File: src/rtl/sdram_pkg.sv
// rtl/sdram_pkg.sv - shared f2h_sdram port geometry for the read and write masters
package sdram_pkg;
   localparam int SDRAM_ADDRESS_BITS    = 29;
   localparam int SDRAM_DATA_BITS       = 64;
   localparam int SDRAM_BURSTCOUNT_BITS = 8;
endpackage

File: src/rtl/burst_sizer.sv
// rtl/burst_sizer.sv - length of the next burst: min(BURST_LENGTH, remaining)
module burst_sizer
   import sdram_pkg::*;
#(
   parameter int BURST_LENGTH = 8,
   parameter int COUNT_BITS   = 20
) (
   input  logic [COUNT_BITS-1:0]            remaining,
   output logic [SDRAM_BURSTCOUNT_BITS-1:0] burstcount
);

   always_comb begin
      if (remaining >= COUNT_BITS'(BURST_LENGTH))
         burstcount = SDRAM_BURSTCOUNT_BITS'(BURST_LENGTH);
      else
         burstcount = SDRAM_BURSTCOUNT_BITS'(remaining);
   end

endmodule

File: src/rtl/frame_buffer_fill.sv
// rtl/frame_buffer_fill.sv - Avalon-MM burst write master filling SDRAM with a constant
module frame_buffer_fill
   import sdram_pkg::*;
#(
   parameter int BURST_LENGTH = 8,
   parameter int COUNT_BITS   = 20
) (
   input  logic                               clock,
   input  logic                               reset,
   input  logic                               start,
   input  logic [SDRAM_ADDRESS_BITS-1:0]      base_address,
   input  logic [COUNT_BITS-1:0]              word_count,
   input  logic [31:0]                        fill_value,
   output logic                               busy,
   output logic                               done,
   output logic [SDRAM_ADDRESS_BITS-1:0]      address,
   output logic [SDRAM_BURSTCOUNT_BITS-1:0]   burstcount,
   output logic [SDRAM_DATA_BITS-1:0]         writedata,
   output logic [SDRAM_DATA_BITS/8-1:0]       byteenable,
   output logic                               write,
   input  logic                               waitrequest
);

   localparam logic [0:0] IDLE  = 1'b0;
   localparam logic [0:0] BURST = 1'b1;

   logic [0:0]                       state;
   logic [COUNT_BITS-1:0]            remaining;
   logic [COUNT_BITS-1:0]            remaining_after;
   logic [COUNT_BITS-1:0]            sizer_in;
   logic [SDRAM_BURSTCOUNT_BITS-1:0] next_burstcount;
   logic [SDRAM_BURSTCOUNT_BITS-1:0] beat;
   logic                             beat_accepted;
   logic                             last_beat;

   assign byteenable      = '1;
   assign beat_accepted   = write && !waitrequest;
   assign last_beat       = beat_accepted && (beat == burstcount - 1'b1);
   assign remaining_after = remaining - COUNT_BITS'(burstcount);

   // One sizer serves both the first burst (from word_count) and every follow-on burst.
   assign sizer_in = (state == IDLE) ? word_count : remaining_after;

   burst_sizer #(
      .BURST_LENGTH (BURST_LENGTH),
      .COUNT_BITS   (COUNT_BITS)
   ) u_burst_sizer (
      .remaining  (sizer_in),
      .burstcount (next_burstcount)
   );

   always_ff @(posedge clock) begin
      if (reset) begin
         state      <= IDLE;
         remaining  <= '0;
         beat       <= '0;
         busy       <= 1'b0;
         done       <= 1'b0;
         write      <= 1'b0;
         address    <= '0;
         burstcount <= '0;
         writedata  <= '0;
      end else begin
         done <= 1'b0;
         if (state == IDLE) begin
            if (start) begin
               writedata <= {fill_value, fill_value};
               remaining <= word_count;
               address   <= base_address;
               beat      <= '0;
               if (word_count == '0) begin
                  done <= 1'b1;
               end else begin
                  state      <= BURST;
                  busy       <= 1'b1;
                  write      <= 1'b1;
                  burstcount <= next_burstcount;
               end
            end
         end else if (beat_accepted) begin
            if (last_beat) begin
               beat      <= '0;
               remaining <= remaining_after;
               address   <= address + SDRAM_ADDRESS_BITS'(burstcount);
               if (remaining_after == '0) begin
                  state <= IDLE;
                  write <= 1'b0;
                  busy  <= 1'b0;
                  done  <= 1'b1;
               end else begin
                  burstcount <= next_burstcount;
               end
            end else begin
               beat <= beat + 1'b1;
            end
         end
      end
   end

endmodule

File: config.mk
export PLATFORM = sky130hd
export DESIGN_NAME = frame_buffer_fill
export DESIGN_NICKNAME = d
export VERILOG_FILES = /design/src/rtl/sdram_pkg.sv /design/src/rtl/burst_sizer.sv /design/src/rtl/frame_buffer_fill.sv
export SDC_FILE = /design/constraint.sdc
export NUM_CORES = 1
export LEC_CHECK = 0
export ABC_AREA = 1
export CORE_MARGIN = 3
export CORE_UTILIZATION = 45
export CTS_CLUSTER_SIZE = 25
export DETAILED_ROUTE_END_ITERATION = 12
export DONT_BUFFER_PORTS = 1
export SLEW_MARGIN = 20
export SYNTH_ARGS = -nofsm -noshare
export SYNTH_HDL_FRONTEND = slang
export SYNTH_SLANG_ARGS = --single-unit
File: constraint.sdc
create_clock -name clock -period 5.01 [get_ports clock]
set_clock_uncertainty 0.05 [all_clocks]
set_input_delay 0.2505 -clock clock [delete_from_list [all_inputs] [get_ports clock]]
set_output_delay 0.2505 -clock clock [all_outputs]
set_load 0.02 [all_outputs]
Word-level counts from Yosys, hierarchy flattened
Cells that the tools add are included.
{"block": "totals", "regBits": 132, "latchBits": 0, "ramBits": 0, "romBits": 0, "inputBits": 85, "n_memories": 0}
{"block": "classes", "addsub": 4, "multipliers": 0, "div_mod_pow": 0, "magnitude_cmp": 1, "n_eq_ne": 6, "shift": 0, "mux": 38, "n_bitwise": 1, "n_reduce_logical": 11}
{"cell": "29-bit two-way mux", "n": 4}
{"cell": "20-bit two-way mux", "n": 5}
{"cell": "8-bit two-way mux", "n": 11}
{"cell": "20-bit logical NOT", "n": 2}
{"cell": "29-bit by 8-bit adder with 29-bit output", "n": 1}
{"cell": "20-bit by 4-bit >= comparator with 1-bit output (second input constant)", "n": 1}
{"cell": "20-bit by 8-bit subtractor with 20-bit output", "n": 1}
{"cell": "1-bit two-way mux", "n": 18}
{"cell": "5-bit AND reduction", "n": 2}
{"cell": "8-bit by 1-bit adder with 8-bit output (second input constant)", "n": 1}
{"cell": "8-bit equality test", "n": 1}
{"cell": "8-bit by 1-bit subtractor with 8-bit output (second input constant)", "n": 1}
{"cell": "2-bit by 1-bit inequality test with 1-bit output (second input constant)", "n": 3}
{"cell": "2-bit inequality test (second input constant)", "n": 2}
{"cell": "2-bit AND reduction", "n": 2}
{"cell": "3-bit AND reduction", "n": 1}
{"cell": "1-bit logical AND", "n": 2}
{"cell": "2-bit nonzero test", "n": 1}
{"cell": "1-bit logical NOT", "n": 1}
{"cell": "1-bit NOT", "n": 1}

Longest topological paths before layout
{"block": "logic_depth", "depth_word": 8, "mapped_depth": 21, "depth_no_buf": 20}

By module
A second synthesis with hierarchy kept.
{"block": "hier_totals", "hier_cells": 1091, "hier_area_um2": 6892.9}
{"mod": "frame_buffer_fill", "n_inst": 1, "cells_per_inst": 1064, "area_per_inst_um2": 6755.2, "seq_area_each_um2": 2001.9}
{"mod": "burst_sizer", "n_inst": 1, "cells_per_inst": 27, "area_per_inst_um2": 137.6, "seq_area_each_um2": 0.0}

Least setup slack after synthesis
Ideal clock, no wire load.
{"block": "synth_path", "path_kind": "reg-to-reg", "startpoint": "register burstcount[0]", "endpoint": "register address[28]", "t_arrival_ps": 2375, "path_slack_ps": 2447, "path_stages_with_launch": 15, "n_path_buf": 0, "period_less_slack_ps": 2563, "path_cell_list": "dfxtp_1 -> ha_1 -> inv_1 -> fa_1 -> inv_1 -> nand2_1 -> o21bai_1 -> nand2_1 -> nand2_1 -> nand2_1 -> nor2_1 -> nand2_1 -> xnor2_1 -> o21ai_0 -> a21oi_1"}
{"block": "synth_between", "elab_chain_cells": 5, "elab_cells_between_ends": 9}
{"item": "start: declaration", "line_no": "frame_buffer_fill.sv:17", "text": "output logic [SDRAM_BURSTCOUNT_BITS-1:0] burstcount,"}
{"item": "start signal: assignment", "line_no": "frame_buffer_fill.sv:77", "text": "burstcount <= next_burstcount;"}
{"item": "start signal: assignment", "line_no": "frame_buffer_fill.sv:91", "text": "burstcount <= next_burstcount;"}
{"item": "8-bit by 1-bit subtractor with 8-bit output", "line_no": "frame_buffer_fill.sv:38", "text": "assign last_beat = beat_accepted && (beat == burstcount - 1'b1);"}
{"item": "8-bit equality test", "line_no": "frame_buffer_fill.sv:38"}
{"item": "1-bit logical AND", "line_no": "frame_buffer_fill.sv:38"}
{"item": "2-bit by 1-bit inequality test with 1-bit output (no source line)"}
{"item": "3-bit AND reduction (no source line)"}
{"item": "end signal: assignment", "line_no": "frame_buffer_fill.sv:69", "text": "address <= base_address;"}
{"item": "end signal: assignment", "line_no": "frame_buffer_fill.sv:84", "text": "address <= address + SDRAM_ADDRESS_BITS'(burstcount);"}
{"item": "end: declaration", "line_no": "frame_buffer_fill.sv:16", "text": "output logic [SDRAM_ADDRESS_BITS-1:0] address,"}
Several ways; a longest one is shown, not always the timed one. The select of a mux whose other input is x is not followed.
A chain may end at the register's enable or synchronous reset.

Worst setup path in the final report
{"block": "layout_path", "startpoint": "register state", "endpoint": "register address[19]"}
{"block": "layout_between", "elab_chain_cells": 2, "elab_cells_between_ends": 5}
{"item": "start: declaration", "line_no": "frame_buffer_fill.sv:27", "text": "logic [0:0] state;"}
{"item": "start signal: assignment", "line_no": "frame_buffer_fill.sv:54", "text": "state <= IDLE;"}
{"item": "start signal: assignment", "line_no": "frame_buffer_fill.sv:74", "text": "state <= BURST;"}
{"item": "start signal: assignment", "line_no": "frame_buffer_fill.sv:86", "text": "state <= IDLE;"}
{"item": "2-bit by 1-bit inequality test with 1-bit output (no source line) or 2-bit nonzero test (tied branches)"}
{"item": "3-bit AND reduction (no source line)"}
Several ways; a longest one is shown, not always the timed one.

==> run summary <==
Routed wire length = 19.19 mm
Die Y = 128.4 um
Post-synth design cell area = 6746 sq um
Mean Syn Cell Area = 6.395 sq um
Crit-path cells = nor2_2, buf_4, clkinv_1, nand2_1, nand2_4, clkinv_4, o211ai_1, a21oi_1
Slew @ Worst Pin = 1.149 ns
FF+latch count, synth = 100
Layout Nets = 1138
Most frequent cell after synthesis = nand2_1
CP Launch Type = register
CP max-delay cell = clkinv_1
Final non-filler cell total = 1222
Post-synth EDFFs = 0
Net Sw Frac = 39.91%
Total chip power = 2405 uW
Sequential share of power = 42.7%
Core footprint = 14590 sq um
Crit Path Category = reg2reg
Die Area = 16500 sq um
Ant diodes = 0
Clock power share = 29.3%
GP Congestion = 0.8949
Layout cells sized above 1 = 5.780%
Dominant synthesized flop cell = dfxtp_1
Setup Viol. Count Final = 0
Initial antenna violation count = 0
Via-to-Cell Ratio = 5.227
Clk sinks = 100
Unrepaired setup endpoints after global routing = false
Deepest clock path buffer count = 2
DRT antenna net count = 0
P&R area growth vs syn = 6.528%
I/O Buffers = 0
Wire per inst = 15.70 um
Initial core utilization = 46.24%
Via count = 6387
Post-synth ARST share = 0%
Cell area after layout = 7187 sq um
Pleak = 0.003162 uW
Clk root buf = clkbuf_16
Ys Warns = 0
CTS clk-pin slew, worst paths = 0.07 ns
First-pass GRT wire length = 30.74 mm
First-pass DRT Iterations = 5
Site row count = 44
F_max = 276.3 MHz
Largest net degree at the start of global routing = 73
Max-slew violation total from the final report = 0
Ports = 197
Tmin final = 3.619 ns
Final hold viol count = 0
Sequential fraction of the synthesis area = 29.67%
Vias in the first global route = 5948
Placed insts = 1171
CTS tree = built
H-Tree Depth = 3
First DRT Iteration DRCs = 473
Pint = 1445 uW
Fin crit share = 72.24%
GR Overflow Total = 0
Post-synthesis cell type count = 47
Leading area contributor after synthesis = dfxtp_1
Psw = 959.7 uW
Max-slew headroom = 23.14%
Max cap viols = 0
Crit path capture type = register
Cell Area, Placed = 6544 sq um
DRC = 0
Worst skew pair latency = 0.36 ns
Crit path arrival time = 3.84 ns
Gr usage total = 23.20%
Cells after Synth = 1055
Slowest stage delay, CP = 0.80 ns
Comb pwr share = 28.1%
Share of the synthesized area in the top cell type = 29.67%
Commonest cells in the synthesized netlist = nand2_1 (248), nor2_1 (177), dfxtp_1 (100), inv_1 (90), o21ai_0 (89)
Hold WC Path Type = in2reg
Largest cells by area after synthesis = dfxtp_1 (30%), nand2_1 (14%), nor2_1 (9.8%), o21ai_0 (6.6%), inv_1 (5.0%)
Maximum vdd drop = 0.2262 mV
HPWL Detailed = 13.74 mm
CP max FO = 54
Die X = 128.4 um
Fin Setup TNS = 0 ns
WP data required = 5.23 ns
Status = complete, no violations
PwrDens = 334.6 nW/um^2
Num CTS Buffers = 9
Cts repair resizes = 0
## power by group through the flow
stage          clock network [uW]  registers [uW]  logic, uW
4_1_cts                       724            1030        672
6_report                      704            1030        675
3_5_place_dp                    0            1050        643
2_1_floorplan                   0             988        591
5_1_grt                       750            1040        777
3_3_place_gp                    0            1050        638
## per-layer routing
metal / vias to the layer above / track usage, % / share of wire, % / wire length [um]
li1: 3327 / - / - / -
met1: 2849 / 30.36 / 45 / 8716
met2: 189 / 38.80 / 48 / 9145
met3: 22 / 5.230 / 5.6 / 1079
met4: 0 / 5.868 / 1.3 / 250
met5: - / 0 / 0 / 0
## placed cells by master, fill, tap and decap left out, types with 9 or more instances in the layout
cell and instances:
a21oi_1 50, clkbuf_16 9, dlygate4sd3_1 35, dfxtp_1 99
ha_1 18, xnor2_1 15, nand2_1 248, nor2_1 176
o21ai_0 89, or2_2 11, inv_1 89, xor2_1 15
nand4_1 16, nand3_1 61, a31oi_1 12
## kinds of logic after synthesis
kind of cell	count (synthesis)	synth area share (%)
xor+xnor	31	4.229
compound gates	172	13.76
buf+inv	176	12.76
simple gates	555	35.59
fa+ha+maj	20	3.932
flops	100	29.67
other cells	1	0.05558
## sequential cells by signal, summed over array words and instances (netlist names)
name        count
burstcount      8
write           1
address        29
state           1
done            1
remaining      20
beat            8
writedata      32
## through the flow
step / util (%) / setup WS [ns] / hold WS (ns)
after floorplan: - / 2.447 / 0.2790
after global placement: 44.85 / 1.471 / 0.2822
after detailed placement: 44.85 / 1.320 / 0.2777
after CTS: 49.25 / 1.297 / 0.001216
after global routing: 49.26 / 0.9312 / 0.01177
final: 49.26 / 1.391 / 0.009228
## worst max-delay path, delay by kind of cell (launching register included)
kind            cells  cell delay, ns
compound gates      2            0.32
simple gates        3            1.30
buf+inv             3            1.53
flops               1            0.33
## final timing paths
path	cells past startpoint	slack, ns	startpoint	endpoint
hold reg to reg	2	0.43	remaining[0]$_SDFFE_PP0P_	remaining[0]$_SDFFE_PP0P_
setup reg to reg	8	1.39	state$_SDFF_PP0_	address[19]$_SDFFE_PP0P_
setup / recovery	8	1.39	state$_SDFF_PP0_	address[19]$_SDFFE_PP0P_
hold / removal	2	0.009	base_address[6]	address[6]$_SDFFE_PP0P_
## timing repair
item,CTS,global route
endpoints found under the hold margin,56,0
hold buffers,35,0
setup buffers,0,0
## cell type report
class	instances	area [sq um]
Sequential cell	100	2003
Tap cell	184	230.2
Multi-Input combinational cell	786	3913
Clock inverter	7	66.31
Clock buffer	9	225.2
Inverter	98	376.6
Timing Repair Buffer	38	372.9
Fill cell	1505	7402
(Power assumes the default switching activity.)
